## src/rtl/pri_enc_pkg.sv

```systemverilog
// rtl/pri_enc_pkg.sv - shared state encoding and index-width helper for the priority drain
package pri_enc_pkg;

  typedef enum logic [0:0] {
    ST_IDLE  = 1'b0,
    ST_DRAIN = 1'b1
  } state_t;

  function automatic int f_idx_w(input int n);
    return $clog2(n);
  endfunction

endpackage

```

## src/rtl/pri_enc_comb.sv

```systemverilog
// rtl/pri_enc_comb.sv - combinational highest-set-bit finder over an N-bit vector
module pri_enc_comb
  import pri_enc_pkg::*;
#(
  parameter int N = 8
) (
  input  logic [N-1:0]            req,
  output logic [f_idx_w(N)-1:0]   idx,
  output logic                    any
);

  localparam int W = f_idx_w(N);

  // Ascending scan: the last hit overwrites earlier ones, so the highest set bit wins.
  always_comb begin
    idx = '0;
    any = 1'b0;
    for (int i = 0; i < N; i++) begin
      if (req[i]) begin
        idx = W'(i);
        any = 1'b1;
      end
    end
  end

endmodule

```

## src/rtl/pri_enc_drain.sv

```systemverilog
// rtl/pri_enc_drain.sv - registered priority encoder draining set-bit indices highest first
// Optional out_cnt (popcount of pending) when PRI_ENC_COUNT_EN is defined.
module pri_enc_drain
  import pri_enc_pkg::*;
#(
  parameter int N = 8
) (
  input  logic                    clk,
  input  logic                    rst,
  input  logic                    ei,
  input  logic                    in_valid,
  output logic                    in_ready,
  input  logic [N-1:0]            in_req,
  output logic                    out_valid,
  input  logic                    out_ready,
  output logic [f_idx_w(N)-1:0]   out_idx,
  output logic                    out_last,
  output logic                    gs,
  output logic                    eo
`ifdef PRI_ENC_COUNT_EN
  ,
  output logic [f_idx_w(N):0]     out_cnt
`endif
);

  localparam int W = f_idx_w(N);
  localparam logic [N-1:0] ONE = N'(1);

  state_t         state;
  state_t         state_nx;
  logic [N-1:0]   pending;
  logic [N-1:0]   pending_nx;
  logic           eo_nx;
  logic [W-1:0]   top_idx;
  logic           top_any;
  logic           single;

  pri_enc_comb #(.N(N)) u_find (
    .req (pending),
    .idx (top_idx),
    .any (top_any)
  );

  // Exactly one bit left: clearing the lowest set bit leaves nothing.
  assign single = top_any && ((pending & (pending - ONE)) == '0);

  always_ff @(posedge clk) begin
    if (rst) begin
      state   <= ST_IDLE;
      pending <= '0;
      eo      <= 1'b0;
    end else begin
      state   <= state_nx;
      pending <= pending_nx;
      eo      <= eo_nx;
    end
  end

  always_comb begin
    state_nx   = state;
    pending_nx = pending;
    eo_nx      = 1'b0;
    in_ready   = 1'b0;
    out_valid  = 1'b0;
    gs         = 1'b0;
    case (state)
      ST_IDLE: begin
        in_ready = ei && !rst;
        if (in_valid && in_ready) begin
          if (in_req != '0) begin
            pending_nx = in_req;
            state_nx   = ST_DRAIN;
          end else begin
            eo_nx = 1'b1;
          end
        end
      end
      ST_DRAIN: begin
        out_valid = 1'b1;
        gs        = 1'b1;
        // Dropping ei aborts the drain; any beat on offer this cycle is discarded.
        if (!ei) begin
          pending_nx = '0;
          state_nx   = ST_IDLE;
        end else if (out_ready) begin
          pending_nx = pending & ~(ONE << top_idx);
          if (single) begin
            state_nx = ST_IDLE;
          end
        end
      end
      default: begin
        state_nx   = ST_IDLE;
        pending_nx = '0;
      end
    endcase
  end

  assign out_idx  = out_valid ? top_idx : '0;
  assign out_last = out_valid && single;

`ifdef PRI_ENC_COUNT_EN
  always_comb begin
    out_cnt = '0;
    for (int i = 0; i < N; i++) begin
      out_cnt = out_cnt + (W+1)'(pending[i]);
    end
  end
`endif

endmodule

```

## config.mk

```make
export PLATFORM = sky130hd
export DESIGN_NAME = pri_enc_drain
export DESIGN_NICKNAME = d
export VERILOG_FILES = /design/src/rtl/pri_enc_pkg.sv /design/src/rtl/pri_enc_comb.sv /design/src/rtl/pri_enc_drain.sv
export SDC_FILE = /design/constraint.sdc
export NUM_CORES = 1
export LEC_CHECK = 0
export CORE_ASPECT_RATIO = 0.8
export CORE_UTILIZATION = 40
export CTS_BUF_LIST = sky130_fd_sc_hd__clkbuf_8 sky130_fd_sc_hd__clkbuf_16
export CTS_CLUSTER_DIAMETER = 50
export DETAILED_ROUTE_END_ITERATION = 7
export DONT_BUFFER_PORTS = 1
export PLACE_DENSITY = 0.63
export SYNTH_ARGS = -nofsm -noshare
export SYNTH_HDL_FRONTEND = slang
export SYNTH_SLANG_ARGS = --single-unit
```

## constraint.sdc

```tcl
create_clock -name clk -period 2 [get_ports clk]
set_input_delay 0.5 -clock clk [delete_from_list [all_inputs] [get_ports clk]]
set_output_delay 0.5 -clock clk [all_outputs]
set_load 0.005 [all_outputs]
```

==> reports/summary.txt <==
Layout Nets: 107
WP data arrival: 1620 ps
FF-to-FF setup slack: 330 ps
drt pass-1 iters: 4
# IOs: 21
Req. time, crit path: 1500 ps
# rows: 12
kind of critical path: flop to output pin
layout cell share with drive strength beyond 1: 28.0%
switching power: 134 uW
Clock Pin Slew Worst Setup and Hold Paths: 50 ps
largest family of logic cells by synthesized area: simple AND/OR/NAND/NOR gates
count of cell types in the netlist: 35
slew of the pin with the lowest slew margin: 375 ps
Clk Latency, worst-skew pair: 240 ps
clk sinks: 10
CTS tree: built
residual DRC count: 0
VDD IR max: 411 uV
Avg Vias per Cell: 5.75
power share of the sequential group: 38.2%
I/O Buffers: 0
worst hold path stage count: 1
Seq/Total Area, Yosys: 29.5%
drt initial violations: 26
Root Driver: clkbuf_8
final wirelength: 1770 microns
GR Util All Layers: 21.6%
CP Capture Type: output pin
global-route wire length before repair: 2630 microns
synth-to-layout area growth: 20.8%
RSZ-0062 raised after global routing: yes
Sw Share: 23.9%
largest net degree at the start of global routing: 12
Ant. Diodes: 0
reg-to-reg startpoint: pending[1]
final worst setup slack: -123 ps
clock tree buffer depth: 2
simple-gate share of the synthesized area: 32.4%
Mapped Area: 679 sq um
mux share of post-synthesis cell area: 1.47%
die height: 38.9 microns
fill count: 137
Worst R2R End: state
Synth Area in XOR/XNOR: 0%
startpoint types: flop
Synth area leaders: dfxtp_1 (29%), a21oi_1 (8.1%), o21ai_0 (5.9%)
total die area: 1870 sq um
Yosys reg bits: 10
# setup viols final: 1
total gr overflow: 0
status: finished with violations
Setup Skew: 0.460 ps
Avg Cell Area, Syn: 8.09 sq um
cell-internal power: 426 uW
Yosys top cell area share: 29.5%
worst hold start: rst
crit path time final: 2120 ps
Starting Density: 45.7%
Final Max Slew Viols: 0
H-tree depth: 1
Main synth FF type: dfxtp_1
complex-gate fraction of the synthesized area: 28.5%
hold path endpoint: pending[0]
Tcrit/Tclk final: 106%
Tightest Hold Check Type: input port to flop
final hold slack: 318 ps
Die W: 48.1 microns
Tot Pwr: 560 uW
Finished Cell Area: 821 sq um
dpl cell area: 724 sq um
post-synthesis cell count: 84
Syn Nets: 97
clock buffer count from CTS: 3
vias in the first global route: 574
worst r2r path cells: 6
antenna viol nets, final: 0
Max Freq: 471 MHz
Leak: 0.000301 uW
adder-cell share of the synthesized area: 1.47%
Power Density: 682 nW/um^2
Ys Warns: 0
CORE AREA: 1490 sq um
DP Wirelength: 1320 microns
EDFF count, synth: 0
Wirelength per Cell: 15.6 microns
failing checks: setup timing
final hold violations: 0
initial antenna violation count: 0
GP Congestion: 0.826
Clock Power Share: 45.6%
Max-Cap Viols: 0
CP max FO: 4
Slew Limit Headroom: 74.8%
fraction of registers with async set/reset: 0%
Yosys top cell by area: dfxtp_1
Comb pwr share: 16.2%
Via Count: 655
power groups by stage:
stage	registers, uW	logic [uW]	clock network [uW]
3_3_place_gp	217	75.5	0
6_report	214	90.7	255
3_5_place_dp	218	77.5	0
2_1_floorplan	215	62.1	0
4_1_cts	213	89.3	262
5_1_grt	214	97.9	272
worst max path at each step:
stage,startpoint,to,slack [ps]
6_report,pending[1],out_last,-120
5_1_grt,pending[1],out_last,-180
4_1_cts,pending[0],out_last,-120
3_5_place_dp,pending[1],out_last,30
3_3_place_gp,pending[1],out_last,150
2_1_floorplan,pending[2],out_last,160
cells in the final DEF, fill, tap and decap left out, types with 2 or more instances in the layout:
master,n
dfxtp_1,8
clkbuf_8,4
nor4_2,2
o21ai_0,8
nor4b_1,2
a21oi_1,11
nand4b_1,2
nor2_1,9
nand2_1,8
buf_4,11
through the flow:
| stage | util, % | std cells | TNS (ps) | setup WS (ps) |
|---|---|---|---|---|
| final | 55.2 | 114 | -123 | -123 |
| after global routing | 55.2 | 114 | -181 | -181 |
| after CTS | 55.1 | 114 | -125 | -125 |
| after detailed placement | 48.7 | 107 | 0 | 28.9 |
| after global placement | 48.7 | 107 | 0 | 148 |
| after floorplan | - | 84 | 0 | 156 |
state kept, by name, summed over array words and instances (netlist names):
| signal | count |
|---|---|
| pending | 8 |
| eo | 1 |
| state | 1 |
cells by family (layout without fill, tap and decap cells):
logic type                 after synthesis  in the layout
and+or+nand+nor                         36             36
AOI/OAI and AO/OA                       29             29
DFF                                     10             10
buffers and inverters                    7             16
adders and majority gates                1              1
muxes                                    1              1
per-layer routing:
| metal | routed length [microns] | vias to the layer above | part of all wire (%) | global-route usage, % |
|---|---|---|---|---|
| met4 | 0 | 0 | 0 | 6.25 |
| met5 | 0 | - | 0 | 0 |
| met2 | 731 | 29 | 41 | 28.7 |
| met3 | 114 | 0 | 6.4 | 7.01 |
| met1 | 927 | 301 | 52 | 31.9 |
| li1 | - | 325 | - | - |
worst max-delay path: stages, from the launching register on:
cell and delay [ps]:
dfxtp_2 340, nor4_4 340, mux2i_1 260, nand3_1 100, a21o_1 180, and3_4 170
Yosys cell counts, types with 2 or more instances:
library cell and number:
a21oi_1 11, dfxtp_1 10, nor2_1 9, nand2_1 8, o21ai_0 8, clkbuf_1 3, nor4_2 3, and3_1 2
buf_6 2, nand4b_1 2, nor4b_1 2
timing repair:
item	CTS	global route
pin swaps	2	2
resized for setup	4	1
setup endpoints to repair	1	1
hold buffers	0	0
cloned	0	0
setup buffers	3	0
final cells by class:
class                   count  area (sq um)  area share (%)
clock buffers               4          55.1            6.71
inverters                   1          3.75           0.457
well taps                  21          26.3            3.20
repair buffers             11          82.6            10.1
flip-flops and latches     10           205            25.0
multi-input cells          67           448            54.6
Note: power is estimated with default switching activity, not from simulation.
